[config.mk]
export PLATFORM = sky130hd
export DESIGN_NAME = aes_req_arbiter
export DESIGN_NICKNAME = d
export VERILOG_FILES = /design/src/rtl/aes_req_arbiter.sv
export SDC_FILE = /design/constraint.sdc
export NUM_CORES = 1
export LEC_CHECK = 0
export CORE_AREA = 3 3 612 614
export CTS_CLUSTER_DIAMETER = 120
export DETAILED_ROUTE_END_ITERATION = 16
export DIE_AREA = 0 0 615 617
export SLEW_MARGIN = 30
export SYNTH_ARGS = -nofsm -noshare
export SYNTH_HDL_FRONTEND = slang
export SYNTH_SLANG_ARGS = --single-unit
export TNS_END_PERCENT = 30
[constraint.sdc]
create_clock -name clk -period 3.44 [get_ports clk]
set_input_delay 0.688 -clock clk [delete_from_list [all_inputs] [get_ports clk]]
set_output_delay 0.688 -clock clk [all_outputs]
set_load 0.02 [all_outputs]
[src/rtl/aes_req_arbiter.sv]
// Round-robin arbiter sharing one AES core between N requesters.
// Latches the winning key/plaintext, sequences load/run/done and returns the result to the owner.
module aes_req_arbiter #(
  parameter int N           = 4,
  parameter int K           = 128,
  parameter int LOAD_CYCLES = 8,
  parameter int TIMEOUT     = 4096
) (
  input  logic             clk,
  input  logic             reset,
  input  logic [N-1:0]     req_valid,
  output logic [N-1:0]     req_ready,
  input  logic [N*K-1:0]   req_key,
  input  logic [N*128-1:0] req_text,
  output logic [N-1:0]     rsp_valid,
  output logic             rsp_err,
  output logic [127:0]     rsp_data,
  output logic             core_ce,
  output logic [K-1:0]     core_key,
  output logic [127:0]     core_plaintext,
  input  logic             core_done,
  input  logic [127:0]     core_cyphertext
);

  localparam int IW = $clog2(N);
  localparam int LW = $clog2(LOAD_CYCLES + 1);
  localparam int RW = $clog2(TIMEOUT + 1);
  localparam logic [LW-1:0] LOAD_LAST = LW'(LOAD_CYCLES - 1);
  localparam logic [RW-1:0] RUN_LAST  = RW'(TIMEOUT - 1);
  localparam logic [IW-1:0] LAST_ID   = IW'(N - 1);

  typedef enum logic [1:0] {S_IDLE, S_LOAD, S_RUN, S_RESP} state_t;

  // Handshake: a request transfers in a cycle where req_valid[i] and req_ready[i] are both 1;
  // requesters hold valid and data stable until then, and rsp_valid is a single unstalled pulse.
  state_t          state, state_next;
  logic [IW-1:0]   ptr, owner, win, idx;
  logic [IW:0]     sum;
  logic            any_valid;
  logic [LW-1:0]   load_cnt;
  logic [RW-1:0]   run_cnt;
  logic            done_q, low_seen, done_ok;
  logic [K-1:0]    sel_key;
  logic [127:0]    sel_text;

  // Scan from ptr+N-1 down to ptr so the closest valid requester after ptr wins.
  always_comb begin
    win       = '0;
    idx       = '0;
    sum       = '0;
    any_valid = |req_valid;
    for (int k = N - 1; k >= 0; k--) begin
      sum = {1'b0, ptr} + (IW + 1)'(k);
      if (sum >= (IW + 1)'(N)) sum = sum - (IW + 1)'(N);
      idx = sum[IW-1:0];
      if (req_valid[idx]) win = idx;
    end
  end

  always_comb begin
    sel_key  = '0;
    sel_text = '0;
    for (int i = 0; i < N; i++) begin
      if (win == IW'(i)) begin
        sel_key  = req_key[i*K +: K];
        sel_text = req_text[i*128 +: 128];
      end
    end
  end

  // A done level is only trusted after the core was seen low during this RUN.
  assign done_ok = done_q && low_seen;

  always_comb begin
    state_next = state;
    req_ready  = '0;
    rsp_valid  = '0;
    core_ce    = 1'b0;
    case (state)
      S_IDLE: begin
        if (any_valid) begin
          req_ready[win] = 1'b1;
          state_next     = S_LOAD;
        end
      end
      S_LOAD: begin
        core_ce = 1'b1;
        if (load_cnt == LOAD_LAST) state_next = S_RUN;
      end
      S_RUN: begin
        if (done_ok || run_cnt == RUN_LAST) state_next = S_RESP;
      end
      S_RESP: begin
        rsp_valid[owner] = 1'b1;
        state_next       = S_IDLE;
      end
      default: state_next = S_IDLE;
    endcase
  end

  always_ff @(posedge clk) begin
    if (reset) begin
      state          <= S_IDLE;
      ptr            <= '0;
      owner          <= '0;
      load_cnt       <= '0;
      run_cnt        <= '0;
      done_q         <= 1'b0;
      low_seen       <= 1'b0;
      rsp_err        <= 1'b0;
      rsp_data       <= '0;
      core_key       <= '0;
      core_plaintext <= '0;
    end else begin
      state  <= state_next;
      done_q <= core_done;
      case (state)
        S_IDLE: begin
          if (any_valid) begin
            core_key       <= sel_key;
            core_plaintext <= sel_text;
            owner          <= win;
            ptr            <= (win == LAST_ID) ? '0 : win + 1'b1;
            load_cnt       <= '0;
          end
        end
        S_LOAD: begin
          load_cnt <= load_cnt + 1'b1;
          low_seen <= 1'b0;
          run_cnt  <= '0;
        end
        S_RUN: begin
          run_cnt <= run_cnt + 1'b1;
          if (!done_q) low_seen <= 1'b1;
          if (done_ok) begin
            rsp_data <= core_cyphertext;
            rsp_err  <= 1'b0;
          end else if (run_cnt == RUN_LAST) begin
            rsp_data <= '0;
            rsp_err  <= 1'b1;
          end
        end
        default: ;
      endcase
    end
  end

endmodule
==> results of run 1 <==
==> per-stage QoR <==
step / cells / TNS [ps]
2_1_floorplan: 2780 / 0
3_3_place_gp: 9181 / -54440
3_5_place_dp: 9181 / -40920
4_1_cts: 9313 / 0
5_1_grt: 9341 / 0
6_report: 9364 / 0
==> power by group through the flow <==
stage / Clock [W] / Sequential (W) / Combinational (W)
final: 0.00798 / 0.00723 / 0.0225
after global routing: 0.00849 / 0.00741 / 0.0241
after CTS: 0.00839 / 0.00724 / 0.0230
after detailed placement: 0 / 0.00730 / 0.0229
after global placement: 0 / 0.00726 / 0.0229
after floorplan: 0 / 0.00887 / 0.00923
==> how the worst min path moves through the flow <==
stage / startpoint / end / slack, ps / cells past startpoint
final: reset / load_cnt[0] / 260 / 2
after global routing: reset / load_cnt[0] / 240 / 2
after CTS: reset / load_cnt[0] / 170 / 2
after detailed placement: rsp_data[122] / rsp_data[122] / 460 / 1
after global placement: low_seen / rsp_err / 450 / 1
after floorplan: low_seen / rsp_err / 440 / 1
==> cells by family after synthesis <==
| kind of cell | share of synthesized area |
|---|---|
| buffers and inverters | 0.06272 |
| DFF | 0.3547 |
| AOI/OAI and AO/OA | 0.3346 |
| and+or+nand+nor | 0.2364 |
| xor gates and xnor gates | 0.005299 |
| adders and majority gates | 0.005407 |
| muxes | 0.0008651 |
==> final cells by class <==
| cell class | instances | share of cell area |
|---|---|---|
| flip-flops and latches | 410 | 0.1693 |
| repair buffers | 1771 | 0.3685 |
| inverters | 11 | 0.0008516 |
| diodes | 51 | 0.002632 |
| multi-input cells | 2039 | 0.2797 |
| clock inverters | 31 | 0.007484 |
| well taps | 4950 | 0.1277 |
| clock buffers | 101 | 0.04384 |
==> what timing repair did <==
action                     CTS  global route
setup buffers                0             0
hold endpoints to repair     0             0
setup endpoints to repair    5             3
hold buffers                 0             0
resized for setup            7             5
==> registers in the layout (all words and copies together) (netlist names) <==
signal          cells
rsp_err             1
core_key          128
run_cnt            13
core_plaintext    128
load_cnt            4
state               2
rsp_data          128
done_q              1
low_seen            1
ptr                 2
owner               2
==> routing by layer <==
| metal | part of all wire | up-vias | track usage | routed length (um) |
|---|---|---|---|---|
| li1 | - | 13458 | - | - |
| met1 | 0.36 | 14560 | 0.1834 | 124300 |
| met2 | 0.51 | 2168 | 0.3230 | 175800 |
| met3 | 0.094 | 1135 | 0.07235 | 32540 |
| met4 | 0.040 | 222 | 0.04605 | 13900 |
| met5 | 0.0043 | - | 0 | 1508 |
==> layout by cell type, fill, tap and decap left out, drive strengths merged, types with 51 or more instances in the layout <==
cell type	n
a211oi	260
nor2b	514
a22o	128
a221oi	257
nand2	266
o31a	256
diode	51
nor2	280
dfxtp	410
clkdlybuf4s50	1537
clkbuf	103
buf	229
==> results.md, run 1 <==
* Highest Clock Rate at between 0.3 and 0.4 GHz
* Critical path endpoint: req_ready[1]
* Post-Synthesis Cells at around 2,800
* Cell family with most CP delay: buffers and inverters
* CP max stage delay at 470 ps
* Ys async rst share at 0
* Fin. max-slew vios at 0
* Detailed Routing Iterations Pass 1 at 5
* Post-route setup slack at 107.0 ps
* Cell area after layout at roughly 48,000 sq um
* Largest net degree at the start of global routing at between 100 and 150
* Worst path cell trace: clkdlybuf4s50_1, nor2b_1, a211o_1, a21oi_1, buf_4, ha_4, and2_1, dlygate4sd2_1
* Sequential fraction of design power at 0.192
* Dominant cell type by area after synthesis: dfxtp_1
* Final antenna-violating net count at 0
* Fillcell total at roughly 42,000
* EDFF count, synth at 0
* Final core occ at 0.1313
* CTS root buffer: clkbuf_16
* Final WL at around 350,000 um
* Routed length per placed instance at between 30 and 40 um
* CTS buffer count at 76
* Clk buf depth at 4
* Worst r2r dst: core_key[14]
* Net Count, Synth at between 3,000 and 4,000
* Sw power at about 0.017 W
* Post-Syn Area per Cell at around 8.3 sq um
* Reg2reg start: ptr[0]
* Clock sinks at between 400 and 500
* Synth warnings at 0
* Worst skew pair latency at around 800 ps
* Antenna violations before repair at 527
* PwrDens at slightly below 800 nW/um^2
* Syn-to-layout area delta at 109.5%
* Clk pin slew, worst setup/hold paths at around 50 ps
* Critical path's slowest cell: clkdlybuf4s50_1
* Crit path required time at ~2800 ps
* Synth top area share at 0.3547
* Clock power share at 0.212
* DR vias/cell at about 3.4
* Minimum clock period at 3333 ps
* Iter 0 DRT Violations at 2,504
* Crit share post-route at 0.9689
* Die area at approximately 380,000 sq um
* Max_cap viols at 0
* Ports at around 1,600
* Flop-to-flop setup slack at about 320 ps
* Worst min path class: in -> reg
* Area taken by multi-input logic gates at about 14,000 sq um
* Crit-path max FO at 4
* Register Area at a little over 8000 sq um
* Synth Register Bits at 410
* Placed cell area at 45,870 sq um
* DIE HEIGHT at about 620 um
* Setup crit end kind: primary output
* Layout cells sized above 1 at 0.08343
* Htree depth at 3
* Final hold violations at 0
* Gate power share at 0.596
* Dominant cells by area after synthesis: dfxtp_1 (35%), nor2b_1 (14%), a221oi_1 (9.7%)
* First-pass GRT wire length at ~410,000 um
* Main flop type after synthesis: dfxtp_1
* Worst slew pin tran at just under 900 ps
* Crit. Startpoint: req_valid[0]
* Nets@finish at 5,478
* Final setup vio count at 0
* Worst EP arrival at roughly 2700 ps
* Max_slew headroom at 0.4064
* Port buffer count at 1,552
* Place WS at -530.7 ps
* Routed vias at around 32,000
* Worst hold margin at 258.6 ps
* Peak VDD IR at between 0.5 and 0.6 mV
* Core area at approximately 370,000 sq um
* RSZ-0062 raised after global routing: false
* CP Buf/Inv Count at 3
* WP depth at 8
* Pint at 0.02076 W
* Hpwl dp at around 310,000 um
* Synth cell types at between 40 and 50
* Placer Congestion at ~1
* Seq/Total Area, Yosys at 0.3547
* TritonCTS clock tree: yes
* Status: finished clean
* Row cnt at approximately 220
* Final Total Pwr at between 0.03 and 0.04 W
* Cell with the most instances after synthesis: nor2b_1
* Initial Util at 0.06269
* Pleak at 15.99 nW
* GRT Util Overall at 0.1760
* Syn Std Cell Area at between 20,000 and 25,000 sq um
* Synth cell count leaders: nor2b_1 (514), dfxtp_1 (410), nor2_1 (280)
* CP Launch Type: primary input
* DRC violation count after routing at 0
* Sw Share at 0.4494
* Setup CP Type: in -> out
* Vias in the first global route at ~29,000
* GRT Residual Overflow at 0
* Die width at 615 um
* Max Clock Skew at a little under 90 ps
* Reg2Reg Depth at 13
No activity file was read; power rests on OpenSTA's default activity.
==> inputs of run 2 (changes only) <==
Settings changed: ABC_AREA set to 1, CORE_AREA 3 3 612 614 to 3 3 601 603, DIE_AREA 0 0 615 617 to 0 0 604 606, PLACE_DENSITY_LB_ADDON set to 0.3.
==> run 2 against run 1 <==
- total power is 4.7% higher
- design area is 4.4% lower
- critical path type unchanged
- hold slack improved by 66 ps
- clock power shrank 5.1%
- largest power group unchanged
- register-to-register slack improved by 20 ps
- first-iteration DRC count is 23% higher
==> results.md, run 2 <==
* GRT Util Overall at 0.1537 (was 0.1760)
* Worst slew pin tran at 862.3 ps (was 890.5 ps)
* CTS buffer count at 75 (was 76)
* Clk buf depth at 4 (unchanged)
* Net Count, Synth at 4,234 (was 3,949)
* Syn-to-layout area delta at 119.1% (was 109.5%)
* Pleak at 14.89 nW (was 15.99 nW)
* Synth cell count leaders: nand2_1 (1,310), dfxtp_1 (410), a22oi_1 (256) (was nor2b_1 (514), dfxtp_1 (410), nor2_1 (280))
* Fillcell total at 40,855 (was 42,195)
* Htree depth at 3 (unchanged)
* Ys async rst share at 0 (unchanged)
* Routed length per placed instance at 31.02 um (was 37.16 um)
* Routed vias at 31,189 (was 31,543)
* Setup CP Type: in -> out (unchanged)
* Max_cap viols at 0 (unchanged)
* CP Buf/Inv Count at 8 (was 3)
* Worst hold margin at 324.4 ps (was 258.6 ps)
* Setup crit end kind: primary output (unchanged)
* PwrDens at 851.3 nW/um^2 (was 777.7 nW/um^2)
* Max_slew headroom at 0.4233 (was 0.4064)
* Highest Clock Rate at 0.3008 GHz (was 0.3000 GHz)
* Cell family with most CP delay: buffers and inverters (unchanged)
* Final antenna-violating net count at 0 (unchanged)
* GRT Residual Overflow at 0 (unchanged)
* TritonCTS clock tree: yes (unchanged)
* Minimum clock period at 3325 ps (was 3333 ps)
* Fin. max-slew vios at 0 (unchanged)
* Layout cells sized above 1 at 0.09364 (was 0.08343)
* Die width at 604 um (was 615 um)
* Hold_buf cts at 0 (unchanged)
* Seq/Total Area, Yosys at 0.3879 (was 0.3547)
* RSZ-0062 raised after global routing: true (was false)
* Cell area after layout at 46,360 sq um (was 48,490 sq um)
* Port buffer count at 1,552 (unchanged)
* Synth Register Bits at 410 (unchanged)
* Antenna violations before repair at 217 (was 527)
* Synth warnings at 0 (unchanged)
* Post-layout instance count excluding filler cells at 9,518 (was 9,364)
* Main flop type after synthesis: dfxtp_1 (unchanged)
* Worst EP arrival at 2640 ps (was 2650 ps)
* Clock sinks at 410 (unchanged)
* Largest net degree at the start of global routing at 103 (was 147)
* Placer Congestion at 0.9263 (was 0.9799)
* Iter 0 DRT Violations at 3,080 (was 2,504)
* Crit path required time at 2750 ps (about the same)
* Worst skew pair latency at 780 ps (was 800 ps)
* Status: finished clean (unchanged)
* Final setup vio count at 0 (unchanged)
* Dominant cells by area after synthesis: dfxtp_1 (39%), nand2_1 (23%), a22oi_1 (9.1%) (was dfxtp_1 (35%), nor2b_1 (14%), a221oi_1 (9.7%))
* Critical path's slowest cell: clkdlybuf4s50_1 (unchanged)
* Dominant cell type by area after synthesis: dfxtp_1 (unchanged)
* Commonest non-fill, non-tap cell in the layout: clkdlybuf4s50_1 (unchanged)
* CTS root buffer: clkbuf_16 (unchanged)
* Nets@finish at 5,844 (was 5,478)
* First-pass GRT wire length at 361,400 um (was 413,700 um)
* Crit share post-route at 0.9665 (was 0.9689)
* Most frequent cells in the layout: clkdlybuf4s50_1 (1,543), nand2_1 (1,303), dfxtp_1 (408), a22oi_1 (255), a31oi_1 (253) (was clkdlybuf4s50_1 (1,537), nor2b_1 (513), dfxtp_1 (409), nor2_1 (280), nand2_1 (266))
* Detailed Routing Iterations Pass 1 at 6 (was 5)
* Final WL at 295,200 um (was 348,000 um)
* Post-Synthesis Cells at 3,065 (was 2,780)
* Synth cell types at 32 (was 43)
* Flop-to-flop setup slack at 340 ps (was 320 ps)
* CP max stage delay at 540 ps (was 470 ps)
* Syn Std Cell Area at 21,160 sq um (was 23,140 sq um)
* Row cnt at 219 (was 223)
* Final hold violations at 0 (unchanged)
* Crit-path max FO at 3 (was 4)
* Post-placement cell count at 9,341 (was 9,181)
* Worst path cell trace: clkdlybuf4s50_1, inv_2, nand2_1, nand3_2, buf_4, nand2_1, nand2_1, nand3_1, nand2_2, inv_2, ha_4, inv_2, buf_4, nor2_4, buf_6, buf_12 (was clkdlybuf4s50_1, nor2b_1, a211o_1, a21oi_1, buf_4, ha_4, and2_1, dlygate4sd2_1)
* DIE HEIGHT at 606 um (was 617 um)
* EDFF count, synth at 0 (unchanged)
* Ports at 1,553 (unchanged)
* DR vias/cell at 3.277 (was 3.369)
* Die area at 366,000 sq um (was 379,500 sq um)
* Peak VDD IR at 0.5045 mV (was 0.5324 mV)
* Synth top area share at 0.3879 (was 0.3547)
* Post-Syn Area per Cell at 6.904 sq um (was 8.324 sq um)
* Vias in the first global route at 30,200 (was 28,706)
* Cell with the most instances after synthesis: nand2_1 (was nor2b_1)
* Placed cell area at 43,790 sq um (was 45,870 sq um)
* Worst min path class: in -> reg (unchanged)
* Hpwl dp at 256,200 um (was 314,100 um)
* Biggest regs: core_key: 128 flops, core_plaintext: 128 flops, rsp_data: 128 flops (unchanged)
* Initial Util at 0.05945 (was 0.06269)
* Max Clock Skew at 56.77 ps (was 87.89 ps)
* Clk pin slew, worst setup/hold paths at 50 ps (about the same)
* Core area at 355,900 sq um (was 369,100 sq um)
* CP Launch Type: primary input (unchanged)
* DRC violation count after routing at 0 (unchanged)
==> run 2: cell types whose count changed after synthesis, moves of 75 or more <==
cell | before | now
a21oi_1 | 7 | 129
a22oi_1 | 0 | 256
a211oi_1 | 260 | 2
nor2b_1 | 514 | 0
o31a_1 | 256 | 0
a31oi_1 | 0 | 253
buf_2 | 76 | 151
a22o_1 | 128 | 0
nand2_1 | 266 | 1310
clkbuf_1 | 220 | 56
nor2_1 | 280 | 24
a221oi_1 | 257 | 0
o21ai_1 | 0 | 240
==> run 2: final cells by class <==
cell class	instances	area [sq um]	share of cell area
flip-flops and latches	410	8215	0.1772
multi-input cells	2338	11340	0.2445
repair buffers	1805	18260	0.3939
well taps	4751	5944	0.1282
inverters	45	176.4	0.003805
diodes	47	117.6	0.002537
clock inverters	12	160.2	0.003454
clock buffers	110	2150	0.04636
==> run 2: metal layers <==
metal	track usage	routed length (um)
met1	0.1828	118100
met2	0.2704	145100
met3	0.04599	23930
met4	0.03321	7685
met5	0	424
==> run 2: logic make-up after synthesis <==
kind of cell	count (synthesis)	synth area share
AO/OA/AOI/OAI	930	0.2693
adder cells (fa/ha/maj)	10	0.005913
buffers and inverters	317	0.08201
flip-flops	410	0.3879
AND/OR/NAND/NOR	1398	0.2549
==> run 2: where the power goes <==
group          internal [W]  leakage, nW  total, W  switching [W]
Combinational       0.00997         10.4    0.0256         0.0157
Clock               0.00445         1.11   0.00757        0.00311
Sequential          0.00558         3.34   0.00625       0.000678
==> run 2: path summary, 6_finish.rpt <==
| check | start | endpoint | cells after the start |
|---|---|---|---|
| worst min register to register | rsp_data[19] | rsp_data[19] | 2 |
| worst max register to register | ptr[0] | core_plaintext[67] | 19 |
| worst max-delay path | req_valid[0] | req_ready[1] | 16 |
| worst min-delay path | reset | rsp_data[7] | 2 |
==> run 2: timing repair <==
item | 4_1_cts | 5_1_grt
pin swaps | 6 | 6
gates resized for setup | 25 | 6
setup endpoints to repair | 5 | 5
setup buffers | 6 | 3
==> run 2: metrics by stage <==
stage	setup slack (ps)	setup TNS, ps	util	total power (W)
final	115.3	0	0.1303	0.03947
after detailed placement	-721.1	-75690	0.1230	0.03213
after global placement	-896.9	-101620	0.1230	0.03214
after global routing	-51.87	-148.6	0.1300	0.04205
after floorplan	293.3	0	-	0.01837
after CTS	1.424	0	0.1298	0.04019
